### src/rtl/ni_tx_pkg.sv
// Shared NoC definitions: flit type encodings, head-flit field offsets and
// the transmitter FSM state type. The router decodes the same fields.
package ni_tx_pkg;

  typedef enum logic [1:0] {
    FLIT_BODY = 2'b00,
    FLIT_HEAD = 2'b01,
    FLIT_TAIL = 2'b10,
    FLIT_HT   = 2'b11
  } flit_type_e;

  localparam int HDR_DST_LSB = 0;
  localparam int HDR_SRC_LSB = 3;
  localparam int HDR_LEN_LSB = 6;

  typedef enum logic [1:0] {
    S_IDLE = 2'b00,
    S_HEAD = 2'b01,
    S_BODY = 2'b10
  } tx_state_e;

endpackage

### src/rtl/ni_credit_cnt.sv
// Credit counter for the router's local input buffer. Starts full, drops by
// one per issued flit, rises by one per returned credit. A return while
// already full is a protocol error: the count saturates and err latches.
module ni_credit_cnt #(
  parameter int CREDITS = 4
) (
  input  logic clk,
  input  logic rst_n,
  input  logic inc_i,
  input  logic dec_i,
  output logic avail_o,
  output logic err_o
);

  localparam int CW = $clog2(CREDITS + 1);

  logic [CW-1:0] cnt_q;
  logic          err_q;

  // Count update; simultaneous inc and dec cancel out.
  always_ff @(posedge clk or negedge rst_n) begin
    if (!rst_n) begin
      cnt_q <= CW'(CREDITS);
      err_q <= 1'b0;
    end else if (inc_i && !dec_i) begin
      if (cnt_q == CW'(CREDITS)) err_q <= 1'b1;
      else                       cnt_q <= cnt_q + CW'(1);
    end else if (dec_i && !inc_i) begin
      cnt_q <= cnt_q - CW'(1);
    end
  end

  assign avail_o = (cnt_q != '0);
  assign err_o   = err_q;

endmodule

### src/rtl/ni_tx.sv
// Network-interface transmitter: turns a (dst, len) descriptor plus len
// payload words into head/body/tail flits for the router's local port,
// gated by credits. Flit outputs are registered; issue at edge N shows
// up in cycle N+1.
module ni_tx
  import ni_tx_pkg::*;
#(
  parameter logic [2:0] NODE_ADD = 3'b000,
  parameter int         DATA_W   = 32,
  parameter int         LEN_W    = 3,
  parameter int         CREDITS  = 4
) (
  input  logic              clk,
  input  logic              rst_n,
  input  logic              msg_valid_i,
  output logic              msg_ready_o,
  input  logic [2:0]        msg_dst_i,
  input  logic [LEN_W-1:0]  msg_len_i,
  input  logic              pl_valid_i,
  input  logic [DATA_W-1:0] pl_data_i,
  output logic              pl_ready_o,
  output logic              flit_valid_o,
  output logic [1:0]        flit_type_o,
  output logic [DATA_W-1:0] flit_data_o,
  input  logic              credit_in_i,
  output logic              credit_err_o
);

  tx_state_e         state_q;
  logic [2:0]        dst_q;
  logic [LEN_W-1:0]  len_q;
  logic [LEN_W-1:0]  rem_q;
  logic              msg_ready_q;
  logic              flit_valid_q;
  flit_type_e        flit_type_q;
  logic [DATA_W-1:0] flit_data_q;

  logic              avail;
  logic              issue_head;
  logic              issue_body;
  logic              issue;
  logic [DATA_W-1:0] head_data;

  assign issue_head = (state_q == S_HEAD) && avail;
  assign issue_body = (state_q == S_BODY) && avail && pl_valid_i;
  assign issue      = issue_head || issue_body;

  ni_credit_cnt #(.CREDITS(CREDITS)) u_cnt (
    .clk     (clk),
    .rst_n   (rst_n),
    .inc_i   (credit_in_i),
    .dec_i   (issue),
    .avail_o (avail),
    .err_o   (credit_err_o)
  );

  // Head flit layout: len, source node and destination, upper bits zero.
  always_comb begin
    head_data                         = '0;
    head_data[HDR_DST_LSB +: 3]       = dst_q;
    head_data[HDR_SRC_LSB +: 3]       = NODE_ADD;
    head_data[HDR_LEN_LSB +: LEN_W]   = len_q;
  end

  // Packet FSM plus the registered flit and msg_ready outputs.
  always_ff @(posedge clk or negedge rst_n) begin
    if (!rst_n) begin
      state_q      <= S_IDLE;
      dst_q        <= '0;
      len_q        <= '0;
      rem_q        <= '0;
      msg_ready_q  <= 1'b1;
      flit_valid_q <= 1'b0;
      flit_type_q  <= FLIT_BODY;
      flit_data_q  <= '0;
    end else begin
      flit_valid_q <= issue;
      case (state_q)
        S_IDLE: begin
          if (msg_valid_i && msg_ready_q) begin
            dst_q       <= msg_dst_i;
            len_q       <= msg_len_i;
            rem_q       <= msg_len_i;
            msg_ready_q <= 1'b0;
            state_q     <= S_HEAD;
          end
        end
        S_HEAD: begin
          if (issue_head) begin
            flit_data_q <= head_data;
            if (len_q == '0) begin
              flit_type_q <= FLIT_HT;
              msg_ready_q <= 1'b1;
              state_q     <= S_IDLE;
            end else begin
              flit_type_q <= FLIT_HEAD;
              state_q     <= S_BODY;
            end
          end
        end
        S_BODY: begin
          if (issue_body) begin
            flit_data_q <= pl_data_i;
            rem_q       <= rem_q - LEN_W'(1);
            if (rem_q == LEN_W'(1)) begin
              flit_type_q <= FLIT_TAIL;
              msg_ready_q <= 1'b1;
              state_q     <= S_IDLE;
            end else begin
              flit_type_q <= FLIT_BODY;
            end
          end
        end
        default: begin
          state_q     <= S_IDLE;
          msg_ready_q <= 1'b1;
        end
      endcase
    end
  end

  // Payload is taken only while a body slot can actually be issued.
  assign pl_ready_o   = (state_q == S_BODY) && avail;
  assign msg_ready_o  = msg_ready_q;
  assign flit_valid_o = flit_valid_q;
  assign flit_type_o  = flit_type_q;
  assign flit_data_o  = flit_data_q;

endmodule

### config.mk
export PLATFORM = sky130hd
export DESIGN_NAME = ni_tx
export DESIGN_NICKNAME = d
export VERILOG_FILES = /design/src/rtl/ni_tx_pkg.sv /design/src/rtl/ni_credit_cnt.sv /design/src/rtl/ni_tx.sv
export SDC_FILE = /design/constraint.sdc
export NUM_CORES = 1
export LEC_CHECK = 0
export ABC_AREA = 1
export BUFFER_PORTS_ARGS = -buffer_cell sky130_fd_sc_hd__buf_2
export CORE_MARGIN = 2
export CORE_UTILIZATION = 40
export CTS_CLUSTER_DIAMETER = 100
export CTS_CLUSTER_SIZE = 40
export DETAILED_ROUTE_END_ITERATION = 12
export PLACE_DENSITY = 0.66
export SETUP_SLACK_MARGIN = 0.2
export SYNTH_ARGS = -nofsm -noshare
export SYNTH_HDL_FRONTEND = slang
export SYNTH_SLANG_ARGS = --single-unit
### constraint.sdc
create_clock -name clk -period 2.37 [get_ports clk]
set_input_delay 0.474 -clock clk [delete_from_list [all_inputs] [get_ports clk]]
set_output_delay 0.474 -clock clk [all_outputs]
set_load 0.02 [all_outputs]
Word-level counts from Yosys, hierarchy flattened
Index checks and enable logic that the tools add are counted.
- bits in registers: 51
- input port bits: 43
- output and inout port bits: 38
- logic and storage cells: 71
- add/sub/neg operators: 3
- equal/unequal tests: 10
- muxes and demuxes: 26
- reduce and logical (&&, ||, !) cells: 22
- operators with widths (operator ; count):
    $mux W32 ; 2
    $pmux W32 S2 ; 1
    $mux W2 ; 9
    $mux W3 ; 5
    $ne A2 B2 Y1 const B ; 4
    $logic_and A1 B1 Y1 ; 6
    $pmux W2 S3 ; 1
    $pmux W3 S2 ; 1
    $reduce_and A2 Y1 ; 3
    $reduce_and A3 Y1 ; 2
    $reduce_bool A2 Y1 ; 3
    $sub A3 B1 Y3 const B ; 2
    $mux W1 ; 5
    $reduce_and A5 Y1 ; 1
    $ne A2 B1 Y1 const B ; 2
    $pmux W2 S2 ; 1
    $reduce_and A4 Y1 ; 1
    $add A3 B1 Y3 const B ; 1
    $eq A3 B1 Y1 const B ; 1
    $eq A3 B3 Y1 const B ; 1
    $logic_not A3 Y1 ; 1
    $pmux W1 S3 ; 1
    $reduce_bool A3 Y1 ; 1
    $eq A2 B1 Y1 const B ; 1
    4 further kinds ; 5

Logic depth before layout (Yosys ltp)
- depth in word-level cells: 8
- depth in mapped cells: 11
- mapped depth without buffers: 11

Modules after synthesis
A second synthesis with hierarchy kept.
- cell total of the unflattened synthesis: 268
- area total of the unflattened synthesis: 2339.7 sq um
- modules (own cells, without submodules) (module ; instances ; cells an instance ; area an instance (sq um)):
    ni_tx ; 1 ; 235 ; 2082.0
    ni_credit_cnt ; 1 ; 33 ; 257.7

Worst setup path after synthesis
OpenSTA, ideal clock, no wires.
- path type: register to register
- start: register u_cnt.cnt_q[0]
- end: register u_cnt.cnt_q[2]
- arrival time: 1.621 ns
- slack: 0.688 ns
- cell stages (with the launch flop): 11
- path buffers: 0
- period minus slack after synthesis: 1.682 ns
- cells stage by stage: dfrtp_1 > nor2_2 > nand2_2 > nand2_2 > nand3_1 > fa_1 > inv_1 > nand4_1 > nand3_1 > nand2_1 > nand2_1
- cells in the longest elaborated chain, start to end: 8
- elaborated cells between the ends (all ways): 17
- classes of those cells: 2 x add/sub; 2 x eq/ne; 3 x mux; 10 x reduce/logical
- RTL lines (item ; RTL line ; RTL):
    start, declared ; ni_credit_cnt.sv:17 ; logic [CW-1:0] cnt_q;
    start signal, assigned ; ni_credit_cnt.sv:23 ; cnt_q <= CW'(CREDITS);
    start signal, assigned ; ni_credit_cnt.sv:27 ; else cnt_q <= cnt_q + CW'(1);
    start signal, assigned ; ni_credit_cnt.sv:29 ; cnt_q <= cnt_q - CW'(1);
    $reduce_bool A3 Y1 ; ni_credit_cnt.sv:33 ; assign avail_o = (cnt_q != '0);
    $logic_and A1 B1 Y1 (2 in a row) ; ni_tx.sv:45 ; assign issue_body = (state_q == S_BODY) && avail && pl_valid_i;
    $logic_or A1 B1 Y1 ; ni_tx.sv:46 ; assign issue = issue_head || issue_body;
    $logic_not A1 Y1 ; ni_credit_cnt.sv:25 ; end else if (inc_i && !dec_i) begin
    $logic_and A1 B1 Y1 ; ni_credit_cnt.sv:25 ;
    $ne A2 B2 Y1 (no line) or $reduce_bool A2 Y1 (tied branches) ; -- ;
    $reduce_and A2 Y1 (no line) ; -- ;
Several ways; a longest one is shown, not always the timed one. The select of a mux whose other input is x is not followed.
A chain may end at the register's enable or synchronous reset.

Worst setup path in the final report
- start: register u_cnt.cnt_q[0]
- end: register u_cnt.cnt_q[0]
The elaborated chain is that of the path after synthesis.

==> impl.org <==
** Timing
- The number of pins exceeding their max-slew limit in the final report came to 0.
- Setup violations remaining at the end of the flow were counted as 0.
- Max transition margin :: 57.0%
- Final period utilization :: roughly four fifths
- The number of failing hold endpoints at the final stage was 0.
- Timing would allow up to 528 MHz.
- For the pin with the worst max-slew slack, the measured transition is 0.644 ns.
- TNS Setup :: 0 ns
- Between clock sinks in the finished design, the worst skew comes to 0.00943 ns.
- Subtracting the final worst setup slack from the clock period gives 1.90 ns.
- Setup repair after global routing left no endpoint under its margin.

** Cells and area
- From synthesis to final layout, the design area changed by 24.5%.
- Cells with a size suffix above 1 make up a little under a third of the layout.
- Antenna Diode Count :: 0
- Number of nets in the finished design :: 387
- Final cell area excluding filler cells :: 0.00286 mm²

** Placed design
- The congestion estimate from routability-driven global placement came to 0.757.
- After legalization and detailed placement, the total HPWL measured between 3000 and 4000 µm.
- Port Buf Inserts :: 80
- In this run the cell area measured after placement is 0.00276 mm².

** Power
- Worst IR Drop VDD :: between 0.5 and 0.6 mV
- The completed layout was analyzed and its total power is 3.86 mW.
- For this design the ratio of total power to cell area is 1350 mW/mm².
- Summed over all cells, the static leakage comes to 1.59 nW.

** Setup path
- Data arrives at the worst endpoint at 2.07 ns.
- The worst setup path is launched from a flop.
- Cells along the critical path :: nor2_2, nand2_2, nand2_2, buf_4, nand2_2, nand2_1, nand2_2, xor2_1
- Critical path depth in cells :: 8
- Worst setup path end :: u_cnt.cnt_q[0]
- The critical path is of the reg2reg type.
- Kind of capture point of the worst setup path :: flop
- Reg2reg path depth :: 8
- In this design, the largest share of critical-path delay is due to simple AND/OR/NAND/NOR gates.
- Across all register-to-register paths, the minimum setup slack is between 0.4 and 0.5 ns.
- The number of buffers and inverters on the critical path is 1.
- At the worst endpoint, the required time is 2.55 ns.
- The worst register-to-register path ends at u_cnt.cnt_q[0].
- Startpoint of the most critical register-to-register path :: u_cnt.cnt_q[0]
- CP Launch Point :: u_cnt.cnt_q[0]
- By instance count, the cell type seen most on the critical path is sky130_fd_sc_hd__nand2_2.
- Along the worst path, the maximum fanout reaches 31.
- Highest-delay cell along the critical path :: sky130_fd_sc_hd__dfrtp_1
- Delay of the slowest critical-path stage :: between 0.4 and 0.5 ns

** Route
- Final WL :: 5160 µm
- Routed length per placed instance :: ~12 µm
- Post-route DRC violation count :: 0
- For this run, the detailed router's first-pass iteration total came to 4.
- Antenna violation net count after detailed routing :: 0
- First DRT Iteration DRCs :: 93
- Detailed-route vias per instance :: 4.88
- For this block, the via count after detailed routing is 2022.

** Yosys
- After synthesis the netlist holds a flip-flop and latch count of 51.
- Cell area after synthesis :: 0.00230 mm²
- Summing the sequential cell areas from Yosys gives 55.6% of the chip area.
- The cell count after synthesis came out at 259.
- Yosys printed 0 warnings.
- Number of library cell types mapped by synthesis :: 26
- Synthesized area divided by synthesized cell count :: approximately 8.9 µm²
- Net count after synthesis :: 305

** Clock tree
- Buffer count from post-CTS setup fixing :: 0
- The H-tree was split into 2 levels.
- Hold bufs inserted after CTS :: 0
- TritonCTS built the clock tree.
- PostCTS Resize Cnt :: 0
- Buffer cell driving the clock tree root :: sky130_fd_sc_hd__clkbuf_8
- Number of clock sinks seen by CTS :: 51
- Number of buffers inserted during clock tree synthesis :: 5
- Clock tree buffer depth :: 2
- Clock latency on the worst-skew pair, taken at its later pin, is 0.30 ns.
- Clock-pin slew was measured on the worst setup and hold paths at 0.09 ns.

** Global routing
- Met3 Resource Use GR :: 4.19%
- The first global-routing pass estimated roughly 8600 µm of wire.
- Layer carrying the most global-route usage :: met2
- Entering global routing, the biggest net connects 52 pins.
- Number of global-route vias before repair :: 1898
- The number of antenna violations at the first check in global routing is 0.
- In the global route stage, overall resource usage came out at 17.1%.
- Global routing used 27.3% of the available met2 tracks.
- Global routing consumed, on the met1 layer, 23.3% of the routing resources.
- For this run the aggregate overflow at the end of global routing stands at 0.

** Hold path
- The path class of the tightest hold or removal check is in2async.

** Floorplan
- Width of the chip :: 79.8 µm
- Core ar. :: 0.00554 mm²
- For this configuration, the core starts out at a cell density of roughly two fifths.
- IO Pins :: 81
- The floorplan step defined a die boundary enclosing 0.00637 mm².
- Num rows :: 27
- The die is 79.8 µm tall.

** Flow run
- The tool flagged a number of max-cap violations equal to 0.

** Status
- Result of the run :: complete, no violations
layout make-up:
type / count / area, µm²
Fill cell: 554 / 2680
Sequential cell: 51 / 1280
Multi-Input combinational cell: 182 / 886
Timing Repair Buffer: 89 / 480
Tap cell: 72 / 90.1
Clock buffer: 7 / 76.3
Inverter: 12 / 45.0
Clock inverter: 1 / 5.00
power by group:
| group | internal [mW] | switching, mW | total (mW) |
|---|---|---|---|
| clock | 0.208 | 0.272 | 0.480 |
| sequential | 1.22 | 0.196 | 1.42 |
| combinational | 0.679 | 1.28 | 1.96 |
| total | 2.11 | 1.75 | 3.86 |
through the flow:
step | setup WS (ns) | util (%) | std cells | hold WS (ns)
finish | 0.475 | 51.6 | 414 | 0.265
global route | 0.311 | 51.6 | 414 | 0.330
CTS | 0.272 | 51.2 | 411 | 0.298
detailed placement | 0.494 | 49.8 | 403 | 0.459
global placement | 0.535 | 49.8 | 403 | 0.455
floorplan | 0.688 | - | 259 | 0.178
synthesized netlist by cell type:
library cell	number	area, µm²
sky130_fd_sc_hd__buf_4	3	22.5
sky130_fd_sc_hd__inv_1	9	33.8
sky130_fd_sc_hd__nand3_4	1	17.5
sky130_fd_sc_hd__dfrtp_1	49	1230
sky130_fd_sc_hd__clkbuf_1	1	3.75
sky130_fd_sc_hd__nor2_4	2	22.5
sky130_fd_sc_hd__ha_1	2	25.0
sky130_fd_sc_hd__nand2_2	5	31.3
sky130_fd_sc_hd__nand2_1	75	282
sky130_fd_sc_hd__dfstp_2	2	52.6
sky130_fd_sc_hd__nor2_2	1	6.26
sky130_fd_sc_hd__xor2_1	1	8.76
sky130_fd_sc_hd__inv_2	3	11.3
sky130_fd_sc_hd__o211ai_1	2	15.0
sky130_fd_sc_hd__nand4_1	3	18.8
sky130_fd_sc_hd__nand3_1	56	280
sky130_fd_sc_hd__nor2_1	14	52.6
sky130_fd_sc_hd__buf_6	2	22.5
sky130_fd_sc_hd__o21ai_0	5	25.0
sky130_fd_sc_hd__fa_1	1	20.0
sky130_fd_sc_hd__nor3_1	1	5.00
sky130_fd_sc_hd__buf_2	8	40.0
sky130_fd_sc_hd__o21bai_1	1	7.51
sky130_fd_sc_hd__o21ai_1	1	5.00
sky130_fd_sc_hd__a21oi_1	4	20.0
sky130_fd_sc_hd__a31oi_1	7	43.8
cells by family (layout without fill, tap and decap cells):
group,count (synthesis),in the layout,share of synthesized area (%)
adders and majority gates,3,3,1.96
AOI/OAI and AO/OA,20,20,5.06
buffers and inverters,26,109,5.82
and+or+nand+nor,158,158,31.1
DFF,51,51,55.6
xor gates and xnor gates,1,1,0.381
sequential cells by signal, summed over array words and instances (netlist names):
register,cells
rem_q,3
flit_valid_o,1
state_q,2
msg_ready_o,1
flit_data_o,32
len_q,3
u_cnt.cnt_q,3
u_cnt.err_o,1
dst_q,3
flit_type_o,2
metal layers:
| metal | routed length, µm | share of wire [%] |
|---|---|---|
| met2 | 2330 | 45 |
| met1 | 2420 | 47 |
| met3 | 376 | 7.3 |
| met4 | 41 | 0.79 |
| met5 | 0 | 0 |
placed cells by master, fill, tap and decap left out:
cell type                   n
sky130_fd_sc_hd__ha_1       2
sky130_fd_sc_hd__nand3_4    1
sky130_fd_sc_hd__clkinv_2   1
sky130_fd_sc_hd__clkbuf_8   5
sky130_fd_sc_hd__nor2_4     2
sky130_fd_sc_hd__nor3_1     1
sky130_fd_sc_hd__nor2_2     1
sky130_fd_sc_hd__a31oi_1    7
sky130_fd_sc_hd__fa_1       1
sky130_fd_sc_hd__inv_2      3
sky130_fd_sc_hd__o21bai_1   1
sky130_fd_sc_hd__buf_4      8
sky130_fd_sc_hd__nand2_2    5
sky130_fd_sc_hd__nand2_1   75
sky130_fd_sc_hd__clkbuf_1   2
sky130_fd_sc_hd__o21ai_1    1
sky130_fd_sc_hd__buf_2     80
sky130_fd_sc_hd__o211ai_1   2
sky130_fd_sc_hd__dfstp_2    2
sky130_fd_sc_hd__xor2_1     1
sky130_fd_sc_hd__a21oi_1    4
sky130_fd_sc_hd__nor2_1    14
sky130_fd_sc_hd__o21ai_0    5
sky130_fd_sc_hd__nand4_1    3
sky130_fd_sc_hd__dfrtp_1   49
sky130_fd_sc_hd__nand3_1   56
sky130_fd_sc_hd__buf_12     1
sky130_fd_sc_hd__inv_1      9
worst reg2reg max path, cell delays in order, from the launching register on:
cell                      delay [ns]
sky130_fd_sc_hd__dfrtp_1        0.44
sky130_fd_sc_hd__nor2_2         0.17
sky130_fd_sc_hd__nand2_2        0.12
sky130_fd_sc_hd__nand2_2        0.08
sky130_fd_sc_hd__buf_4          0.30
sky130_fd_sc_hd__nand2_2        0.26
sky130_fd_sc_hd__nand2_1        0.17
sky130_fd_sc_hd__nand2_2        0.09
sky130_fd_sc_hd__xor2_1         0.15
worst min-delay path by stage:
stage                         from              to  slack, ns  cells past startpoint
after CTS                    rst_n  flit_data_o[5]       0.30                      2
after floorplan              rst_n        dst_q[0]       0.18                      0
after global placement    dst_q[1]        dst_q[1]       0.46                      2
after detailed placement  dst_q[1]        dst_q[1]       0.46                      2
final                        rst_n  flit_data_o[5]       0.26                      2
after global routing         rst_n  flit_data_o[5]       0.33                      2
(Power assumes the default switching activity.)
